`config.mk`:
```
export PLATFORM = sky130hd
export DESIGN_NAME = gpio_bank
export DESIGN_NICKNAME = d
export VERILOG_FILES = /design/src/rtl/gpio_bank_pkg.sv /design/src/rtl/gpio_bank_sync.sv /design/src/rtl/gpio_bank.sv
export SDC_FILE = /design/constraint.sdc
export NUM_CORES = 1
export LEC_CHECK = 0
export CAP_MARGIN = 20
export CORE_MARGIN = 1
export CORE_UTILIZATION = 35
export CTS_BUF_LIST = sky130_fd_sc_hd__clkbuf_8
export DETAILED_ROUTE_END_ITERATION = 10
export PLACE_DENSITY_LB_ADDON = 0.12
export SLEW_MARGIN = 20
export SYNTH_ARGS = -nofsm -noshare
export SYNTH_HDL_FRONTEND = slang
export SYNTH_SLANG_ARGS = --single-unit
```
`constraint.sdc`:
```
create_clock -name clk -period 1.9 [get_ports clk]
set_input_delay 0.285 -clock clk [delete_from_list [all_inputs] [get_ports clk]]
set_output_delay 0.285 -clock clk [all_outputs]
set_load 0.01 [all_outputs]
```
`src/rtl/gpio_bank_pkg.sv`:
```
`default_nettype none
// ============================================================================
// Module  : gpio_bank_pkg
// Purpose : Shared constants for the GPIO bank.
//           - CPU micro-op encodings for the two decoded ops (STR, LDR).
//             These must track the CPU's Utilities encodings.
//           - Register offsets from BASE_ADDR.
//           - WORD_ALIGN mask for the word-alignment check.
// Ports   : none (package)
// Revision: 1.0 - initial release
// ============================================================================
package gpio_bank_pkg;

    // CPU micro-op encodings (mirrors Utilities::STR / Utilities::LDR)
    localparam logic [4:0] LDR = 5'h0A;
    localparam logic [4:0] STR = 5'h0B;

    // Register offsets relative to BASE_ADDR
    localparam logic [4:0] GPIO_OUT    = 5'h00;
    localparam logic [4:0] GPIO_DIR    = 5'h04;
    localparam logic [4:0] GPIO_IN     = 5'h08;
    localparam logic [4:0] GPIO_SET    = 5'h0C;
    localparam logic [4:0] GPIO_CLR    = 5'h10;
    localparam logic [4:0] GPIO_IRQ_EN = 5'h14;
    localparam logic [4:0] GPIO_EDGE   = 5'h18;
    localparam logic [4:0] GPIO_STATUS = 5'h1C;

    // Last byte offset that still counts as a hit inside the 32-byte window
    localparam logic [4:0] GPIO_LAST_OFFSET = 5'd28;

    // Address bits that must be zero for a word-aligned access
    localparam logic [31:0] WORD_ALIGN = 32'h0000_0003;

endpackage : gpio_bank_pkg
`default_nettype wire

```
`src/rtl/gpio_bank_sync.sv`:
```
`default_nettype none
// ============================================================================
// Module  : gpio_bank_sync
// Purpose : Multi-flop vector synchroniser for asynchronous pin inputs.
//           Updates on the falling clock edge, like the rest of the bank.
// Ports   : clk      in  1            CPU clock (negedge active)
//           rst_n    in  1            asynchronous active-low reset
//           async_in in  WIDTH        asynchronous inputs
//           sync     out WIDTH        synchronised inputs (last stage)
// Revision: 1.0 - initial release
// ============================================================================
module gpio_bank_sync #(
    parameter int WIDTH       = 32,
    parameter int SYNC_STAGES = 2
) (
    input  logic             clk,
    input  logic             rst_n,
    input  logic [WIDTH-1:0] async_in,
    output logic [WIDTH-1:0] sync
);

    // Stage 0 samples the pins; stage SYNC_STAGES-1 is the synchronised value.
    logic [SYNC_STAGES-1:0][WIDTH-1:0] r_stage;

    always_ff @(negedge clk or negedge rst_n) begin
        if (!rst_n) begin
            r_stage <= '0;
        end else begin
            r_stage <= {r_stage[SYNC_STAGES-2:0], async_in};
        end
    end

    assign sync = r_stage[SYNC_STAGES-1];

endmodule : gpio_bank_sync
`default_nettype wire

```
`src/rtl/gpio_bank.sv`:
```
`default_nettype none
// ============================================================================
// Module  : gpio_bank
// Purpose : Memory-mapped GPIO bank: per-pin direction, atomic set/clear,
//           synchronised inputs and edge-triggered, latched interrupts.
//           All state updates on the falling edge of clk.
// Ports   : clk      in  1      CPU clock
//           rst_n    in  1      asynchronous active-low reset
//           uop      in  5      CPU micro-op (STR / LDR decoded)
//           addr     in  32     byte address
//           wdata    in  32     store data
//           rdata    out 32     read data (0 unless aligned LDR hit)
//           hit      out 1      STR/LDR inside [BASE_ADDR, BASE_ADDR+28]
//           pins_in  in  WIDTH  asynchronous external inputs
//           pins_out out WIDTH  output value register
//           pins_oe  out WIDTH  output enable, 1 = drive
//           irq      out 1      registered |(STATUS & IRQ_EN)
// Revision: 1.0 - initial release
// ============================================================================
module gpio_bank
    import gpio_bank_pkg::*;
#(
    parameter int          WIDTH       = 32,
    parameter logic [31:0] BASE_ADDR   = 32'd32,
    parameter int          SYNC_STAGES = 2
) (
    input  logic             clk,
    input  logic             rst_n,
    input  logic [4:0]       uop,
    input  logic [31:0]      addr,
    input  logic [31:0]      wdata,
    output logic [31:0]      rdata,
    output logic             hit,
    input  logic [WIDTH-1:0] pins_in,
    output logic [WIDTH-1:0] pins_out,
    output logic [WIDTH-1:0] pins_oe,
    output logic             irq
);

    // ---------------- address decode ----------------
    logic [4:0]       w_offset;
    logic             w_in_window;
    logic             w_is_str;
    logic             w_is_ldr;
    logic             w_aligned;
    logic             w_wr_en;
    logic             w_rd_en;
    logic [WIDTH-1:0] w_wdata;
    logic             w_unused_wdata;

    // BASE_ADDR is 32-byte aligned, so the window is an upper-bit match
    // plus an offset bound (offsets 29..31 fall outside the map).
    assign w_offset    = addr[4:0];
    assign w_in_window = (addr[31:5] == BASE_ADDR[31:5]) && (w_offset <= GPIO_LAST_OFFSET);
    assign w_is_str    = (uop == STR);
    assign w_is_ldr    = (uop == LDR);
    assign hit         = w_in_window && (w_is_str || w_is_ldr);
    assign w_aligned   = ((addr & WORD_ALIGN) == 32'd0);
    assign w_wr_en     = hit && w_is_str && w_aligned;
    assign w_rd_en     = hit && w_is_ldr && w_aligned;
    assign w_wdata     = wdata[WIDTH-1:0];
    // Bits above WIDTH are intentionally ignored.
    assign w_unused_wdata = ^wdata;

    // ---------------- input path and edge detect ----------------
    logic [WIDTH-1:0] w_sync;
    logic [WIDTH-1:0] w_rise;
    logic [WIDTH-1:0] w_fall;
    logic [WIDTH-1:0] w_event;
    logic [WIDTH-1:0] w_w1c;

    logic [WIDTH-1:0] r_prev;
    logic [WIDTH-1:0] r_out;
    logic [WIDTH-1:0] r_dir;
    logic [WIDTH-1:0] r_irq_en;
    logic [WIDTH-1:0] r_edge;
    logic [WIDTH-1:0] r_status;
    logic             r_irq;

    gpio_bank_sync #(
        .WIDTH       (WIDTH),
        .SYNC_STAGES (SYNC_STAGES)
    ) u_sync (
        .clk      (clk),
        .rst_n    (rst_n),
        .async_in (pins_in),
        .sync     (w_sync)
    );

    assign w_rise  = w_sync & ~r_prev;
    assign w_fall  = ~w_sync & r_prev;
    assign w_event = (r_edge & w_fall) | (~r_edge & w_rise);
    assign w_w1c   = (w_wr_en && (w_offset == GPIO_STATUS)) ? w_wdata : '0;

    // ---------------- register file ----------------
    always_ff @(negedge clk or negedge rst_n) begin
        if (!rst_n) begin
            r_prev   <= '0;
            r_out    <= '0;
            r_dir    <= '0;
            r_irq_en <= '0;
            r_edge   <= '0;
            r_status <= '0;
            r_irq    <= 1'b0;
        end else begin
            r_prev <= w_sync;
            // A new event on the same edge as its W1C keeps the bit pending.
            r_status <= (r_status & ~w_w1c) | w_event;
            // irq lags STATUS/IRQ_EN by one edge.
            r_irq <= |(r_status & r_irq_en);
            if (w_wr_en) begin
                case (w_offset)
                    GPIO_OUT:    r_out    <= w_wdata;
                    GPIO_DIR:    r_dir    <= w_wdata;
                    GPIO_SET:    r_out    <= r_out | w_wdata;
                    GPIO_CLR:    r_out    <= r_out & ~w_wdata;
                    GPIO_IRQ_EN: r_irq_en <= w_wdata;
                    GPIO_EDGE:   r_edge   <= w_wdata;
                    default:     ;
                endcase
            end
        end
    end

    // ---------------- read mux ----------------
    logic [WIDTH-1:0] w_rd_val;

    always_comb begin
        w_rd_val = '0;
        if (w_rd_en) begin
            case (w_offset)
                GPIO_OUT:    w_rd_val = r_out;
                GPIO_DIR:    w_rd_val = r_dir;
                GPIO_IN:     w_rd_val = w_sync;
                GPIO_IRQ_EN: w_rd_val = r_irq_en;
                GPIO_EDGE:   w_rd_val = r_edge;
                GPIO_STATUS: w_rd_val = r_status;
                default:     w_rd_val = '0;
            endcase
        end
    end

    assign rdata    = 32'(w_rd_val);
    assign pins_out = r_out;
    assign pins_oe  = r_dir;
    assign irq      = r_irq;

endmodule : gpio_bank
`default_nettype wire

```
==> impl_metrics.toml, run 1 <==
[synthesis]
yosysTopAreaCell = "dfrtn_1"
syn_inst = 916
synth_flop_cell = "dfrtn_1"
ys_seq_area_share_pct = 58.0
synth_top_area_share_pct = 58.0
synthDistinctLibCells = 42
synth.cell_area_sq_um = 11100
syn_avg_cell_area_sq_um = 12.1
ys_ff_latch = 257
synth.area.top_cells = "dfrtn_1, a22oi_1, mux2_1"
synth_edf_count = 0
syn-num-nets = 1019
yosysWarnings = 0
async_reset_ff_share_pct = 100

[cts]
root_buffer = "clkbuf_8"
postCtsHoldBufs = 0
clk_path_buf_depth = 3
insertion_delay_ps = 550
clk_pin_slew_ps = 50
numCtsBuffers = 46
cts_htree_levels = 2
tritoncts = "done"
cts.sinks = 257

[floorplanning]
die_width_microns = 180
die_y_microns = 180
initial_utilization_pct = 35.9
core_sq_um = 30900
num_io_pins = 201
placementRows = 64
dieArea_sq_um = 32400

[global_routing]
antenna_found_initial = 1
grt_pass1_wl_microns = 68800
grt_max_degree = 62
overflow = 0
grt_pass1_vias = 11100
grtUsageTotal_pct = 28.2

[sta]
setup_violations = 258
worst_pin_slew_ps = 594
rsz0062_at_grt = "yes"
slew_headroom_pct = 60.4
maxSlewViolCount = 0
setup_slack_ps = -923
hold_viol_final = 0
fin_hold_ws_ps = 294
tns_ps = -141420
clock_skew_ps = 24.1

[drt]
drt_iter0_drc = 810
drc = 13
met3_length_microns = 3380
drtAntennaViolNets = 0
wl_microns = 47900
met2_length_microns = 22200
first_pass_iters = 10
highest_layer = "met5"
wire_per_inst_microns = 24.2
m1WireLength_microns = 20400
vias = 11000
vias_per_cell = 5.54

[min_path]
hold_path.class = "reg -> reg"

[final_layout]
stdcell_count = 1981
regArea_sq_um = 6430
drive_above_1_share_pct = 54.0
fin_area_sq_um = 19900
num-fill-cells = 2335
multi_input_area_sq_um = 5370
syn_to_final_growth_pct = 80.0
nets = 1652
utilization_pct = 64.5

[setup_path]
required_ps = 1620
path_cells = "a22oi_1, a31oi_1, buf_2"
cp_max_fo = 2
start_kind = "flip-flop"
path_buf_inv = 1
cp_slowest_stage_delay_ps = 440
crit_family = "flip-flops"
cp-end-kind = "output pin"
crit_type = "reg -> out"
cp.arrival_ps = 2540
cpMaxStageDelayCell = "dfrtn_1"

[power]
p_int_mw = 9.12
power.leakage_nw = 8.97
p_switching_mw = 2.92
p_seq_share_pct = 47.1
p_sw_share_pct = 24.2
p_comb_share_pct = 7.3
power.clock.fraction_pct = 45.6
powerDensity_nw_per_um2 = 604
vdd_ir_drop_max_v = 0.000431

[placement]
placed_area_sq_um = 16400
dp_hpwl_microns = 27600
io_buffer_count = 200
place_inst = 1742
place_congestion = 0.818

[status]
run_status = "complete, but fails checks"
violations = "DRC, setup timing"

[run]
drv_cap = 0
[cell usage after synthesis, types with 4 or more instances]
library cell	n
mux2_1	62
nand2_1	76
nor3b_1	10
a31oi_1	32
o21ai_0	22
a21o_1	23
a21oi_1	32
a221o_1	10
nor2b_1	11
buf_6	10
nor4_1	5
mux2_4	30
dfrtn_1	257
o41ai_1	32
a22oi_1	108
clkbuf_1	46
buf_2	13
and4_1	4
mux2_2	4
and2_1	4
nand4_1	68
nor2_1	27
[layer usage]
layer / vias to the layer above / global-route usage (%)
li1: 4810 / -
met3: 121 / 5.77
met4: 2 / 10.9
met2: 477 / 43.6
met1: 5568 / 38.9
met5: - / 0
[through the flow]
| stage | power [mW] | setup WS [ps] |
|---|---|---|
| 2_1_floorplan | 5.90 | -794 |
| 3_3_place_gp | 6.57 | -1490 |
| 3_5_place_dp | 6.58 | -1500 |
| 4_1_cts | 12.1 | -936 |
| 5_1_grt | 12.5 | -965 |
| 6_report | 12.0 | -923 |
[power by group through the flow]
| stage | clock [mW] | sequential (mW) | combinational [mW] |
|---|---|---|---|
| 2_1_floorplan | 0 | 5.75 | 0.149 |
| 3_3_place_gp | 0 | 5.76 | 0.810 |
| 3_5_place_dp | 0 | 5.76 | 0.815 |
| 4_1_cts | 5.57 | 5.67 | 0.835 |
| 5_1_grt | 5.83 | 5.68 | 0.945 |
| 6_report | 5.49 | 5.67 | 0.884 |
[cells by family after synthesis]
group,share of synthesized area (%)
and+or+nand+nor,11.0
AOI/OAI and AO/OA,16.9
muxes,10.8
DFF,58.0
buffers and inverters,3.35
[area by class of cell]
class,count,area share [%]
Multi-Input combinational cell,586,26.9
Sequential cell,257,32.2
Antenna cell,1,0.0125
Tap cell,396,2.48
Clock buffer,63,4.35
Timing Repair Buffer,658,33.4
Clock inverter,20,0.577
[worst register-to-register path: stages, from the launching register on]
cell,delay (ps)
dfrtn_1,350
buf_4,130
buf_4,130
a22oi_1,290
nand3_1,180
or4_1,530
[repair_timing]
action / 4_1_cts / 5_1_grt
setup buffers: 81 / 99
hold endpoints to repair: 0 / 0
cloned: 19 / 7
pin swaps: 101 / 113
endpoints found under the setup margin: 258 / 259
resized for setup: 750 / 127
[sequential cells by signal, indices dropped and copies added, names as in the netlist]
signal and count:
r_status 32, r_edge 32, pins_oe 32, r_prev 32, u_sync.r_stage 32, irq 1
r_irq_en 32, pins_out 32, u_sync.sync 32
[layout by cell type (no fill, tap or decap), types with 46 or more instances in the layout]
| cell | instances |
|---|---|
| buf_4 | 293 |
| dfrtn_1 | 257 |
| buf_6 | 166 |
| mux2_4 | 96 |
| a22oi_1 | 76 |
| nand2_1 | 76 |
| nand4_1 | 68 |
| clkdlybuf4s50_1 | 64 |
| clkbuf_8 | 63 |
| buf_12 | 49 |
| buf_2 | 46 |
[final timing paths]
kind | start | to | slack (ps) | depth (start not counted)
hold reg to reg | u_sync.r_stage[4]$_DFF_NN0_ | u_sync.sync[4]$_DFF_NN0_ | 290 | 0
setup reg to reg | r_status[2]$_DFF_NN0_ | irq$_DFF_NN0_ | 100 | 5
hold / removal | u_sync.r_stage[4]$_DFF_NN0_ | u_sync.sync[4]$_DFF_NN0_ | 290 | 0
max in group asynchronous | rst_n | pins_oe[25]$_DFFE_NN0P_ | 890 | 3
min in group asynchronous | rst_n | u_sync.r_stage[2]$_DFF_NN0_ | 380 | 1
setup / recovery | r_irq_en[4]$_DFFE_NN0P_ | rdata[4] | -920 | 3
No activity file was read; power rests on OpenSTA's default activity.
==> inputs of run 2 (changes only) <==
--- a/config.mk
+++ b/config.mk
@@ -7,7 +7,7 @@
 export LEC_CHECK = 0
 export CAP_MARGIN = 20
 export CORE_MARGIN = 1
-export CORE_UTILIZATION = 35
+export CORE_UTILIZATION = 39
 export CTS_BUF_LIST = sky130_fd_sc_hd__clkbuf_8
 export DETAILED_ROUTE_END_ITERATION = 10
 export PLACE_DENSITY_LB_ADDON = 0.12
==> constraint.sdc (replaced) <==
create_clock -name clk -period 3.2 [get_ports clk]
set_input_delay 0.48 -clock clk [delete_from_list [all_inputs] [get_ports clk]]
set_output_delay 0.48 -clock clk [all_outputs]
set_load 0.01 [all_outputs]
==> run 2 against run 1 <==
Net effect: the flow finishes with violations (setup timing); core utilization is 5.5 points higher; power fell by 43%; via count is 1.2% higher; combinational power shrank 41%; die area shrank 10%; clock skew shrank 15 ps; non-clock buffer count is 13 lower; first-iteration DRC count is 26% higher; clock power down 46%; hold slack worse by 5.7 ps; global-route usage rose by 2.9 points; critical endpoint is now rdata[31].
==> impl_metrics.toml, run 2 (synthesis gave the netlist of run 1 again) <==
[status]
run_status = "complete, but fails checks"
violations = "setup timing"

[sta]
fin_hold_ws_ps = 288
worst_pin_slew_ps = 593
hold_viol_final = 0
setup_violations = 220
clock_skew_ps = 8.76
rsz0062_at_grt = "yes"
maxSlewViolCount = 0
slew_headroom_pct = 60.5
setup_slack_ps = -397

[placement]
pre_cts_slack_ps = -1050
place_congestion = 0.831
dp_hpwl_microns = 26500
io_buffer_count = 200

[floorplanning]
core_sq_um = 27900
die_width_microns = 171
num_io_pins = 201
initial_utilization_pct = 39.8
die_y_microns = 171
placementRows = 61
dieArea_sq_um = 29100

[global_routing]
overflow = 0
grt_pass1_vias = 11300
grt_pass1_wl_microns = 67000
grt_max_degree = 45
antenna_found_initial = 0
grtUsageTotal_pct = 31.1

[cts]
numCtsBuffers = 45
root_buffer = "clkbuf_8"
cts_htree_levels = 2
insertion_delay_ps = 540
clk_path_buf_depth = 3
cts.sinks = 257
tritoncts = "done"
clk_pin_slew_ps = 50

[setup_path]
required_ps = 2720
cp-end-kind = "output pin"
reg2reg_setup_slack_ps = 1150
reg2reg_to = "irq$_DFF_NN0_"
crit_type = "reg -> out"
r2r-start = "r_irq_en[13]$_DFFE_NN0P_"
start_kind = "flip-flop"
cp_max_fo = 2
cp.arrival_ps = 3120
critPathCapture = "rdata[31]"
worstSetupStartpoint = "u_sync.sync[31]$_DFF_NN0_"
r2r_cells = 6

[final_layout]
final_cell_mix = "buf_4, dfrtn_1, buf_6, mux2_4, a22oi_1"
antenna_cells = 0
nets = 1638
layout_commonest_cell = "buf_4"
drive_above_1_share_pct = 51.8
num-fill-cells = 1942
syn_to_final_growth_pct = 76.0

[drt]
wire_per_inst_microns = 23.7
drt_iter0_drc = 1022
wl_microns = 46100
drtAntennaViolNets = 0
vias_per_cell = 5.72
vias = 11100
drc = 0
first_pass_iters = 6

[power]
powerDensity_nw_per_um2 = 353
vdd_ir_drop_max_v = 0.000278
power_mw = 6.88
power.leakage_nw = 8.82

[min_path]
whs_path_depth = 0
hold_path.class = "reg -> reg"

[run]
drv_cap = 0
run 2: power by group:
group	internal [mW]	switching (mW)	leakage (nW)
clock	1.62	1.37	0.515
sequential	3.34	0.0321	3.20
combinational	0.249	0.274	5.11
run 2: what timing repair did:
item | in CTS | in global routing
resized for setup | 710 | 129
hold buffers | 0 | 0
setup buffers | 90 | 92
endpoints found under the setup margin | 258 | 257
gates cloned | 17 | 2
pin swaps | 65 | 106
run 2: final cells by class:
| cell class | instances | area (sq um) | area share (%) |
|---|---|---|---|
| Sequential cell | 257 | 6430 | 33.0 |
| Timing Repair Buffer | 645 | 6420 | 32.9 |
| Multi-Input combinational cell | 586 | 5320 | 27.2 |
| Clock buffer | 55 | 757 | 3.88 |
| Tap cell | 378 | 473 | 2.42 |
| Clock inverter | 22 | 114 | 0.584 |
run 2: worst min-delay path by stage:
stage / startpoint / to / slack, ps
finish: u_sync.r_stage[23]$_DFF_NN0_ / u_sync.sync[23]$_DFF_NN0_ / 290
detailed placement: u_sync.r_stage[3]$_DFF_NN0_ / u_sync.sync[3]$_DFF_NN0_ / 300
global route: u_sync.r_stage[23]$_DFF_NN0_ / u_sync.sync[23]$_DFF_NN0_ / 300
global placement: u_sync.r_stage[6]$_DFF_NN0_ / u_sync.sync[6]$_DFF_NN0_ / 290
CTS: u_sync.r_stage[23]$_DFF_NN0_ / u_sync.sync[23]$_DFF_NN0_ / 290
floorplan: u_sync.r_stage[0]$_DFF_NN0_ / u_sync.sync[0]$_DFF_NN0_ / 290
run 2: worst max-delay path, cell delays in order (launching register included):
cell,delay (ps)
dfrtn_1,440
a22oi_1,100
a31oi_1,190
buf_4,150
buf_6,100
run 2: per-layer routing:
metal  global-route usage (%)  wire length (microns)  share of wire [%]  vias to the layer above
li1                         -                      -                  -                     4779
met1                     40.3                  18500                 40                     5612
met2                     49.8                  22000                 48                      595
met3                     6.38                   3760                8.1                      125
met4                     15.0                   1910                4.1                        0
met5                        0                      0                  0                        -
run 2: stage by stage:
stage / util, % / cell area [sq um] / instances / setup TNS (ps)
6_report: 70.0 / 19500 / 1943 / -29570
5_1_grt: 70.0 / 19500 / 1943 / -41760
4_1_cts: 67.0 / 18700 / 1886 / -29140
3_5_place_dp: 58.7 / 16400 / 1726 / -170630
3_3_place_gp: 58.7 / 16400 / 1726 / -168040
2_1_floorplan: - / 11700 / 916 / -42600
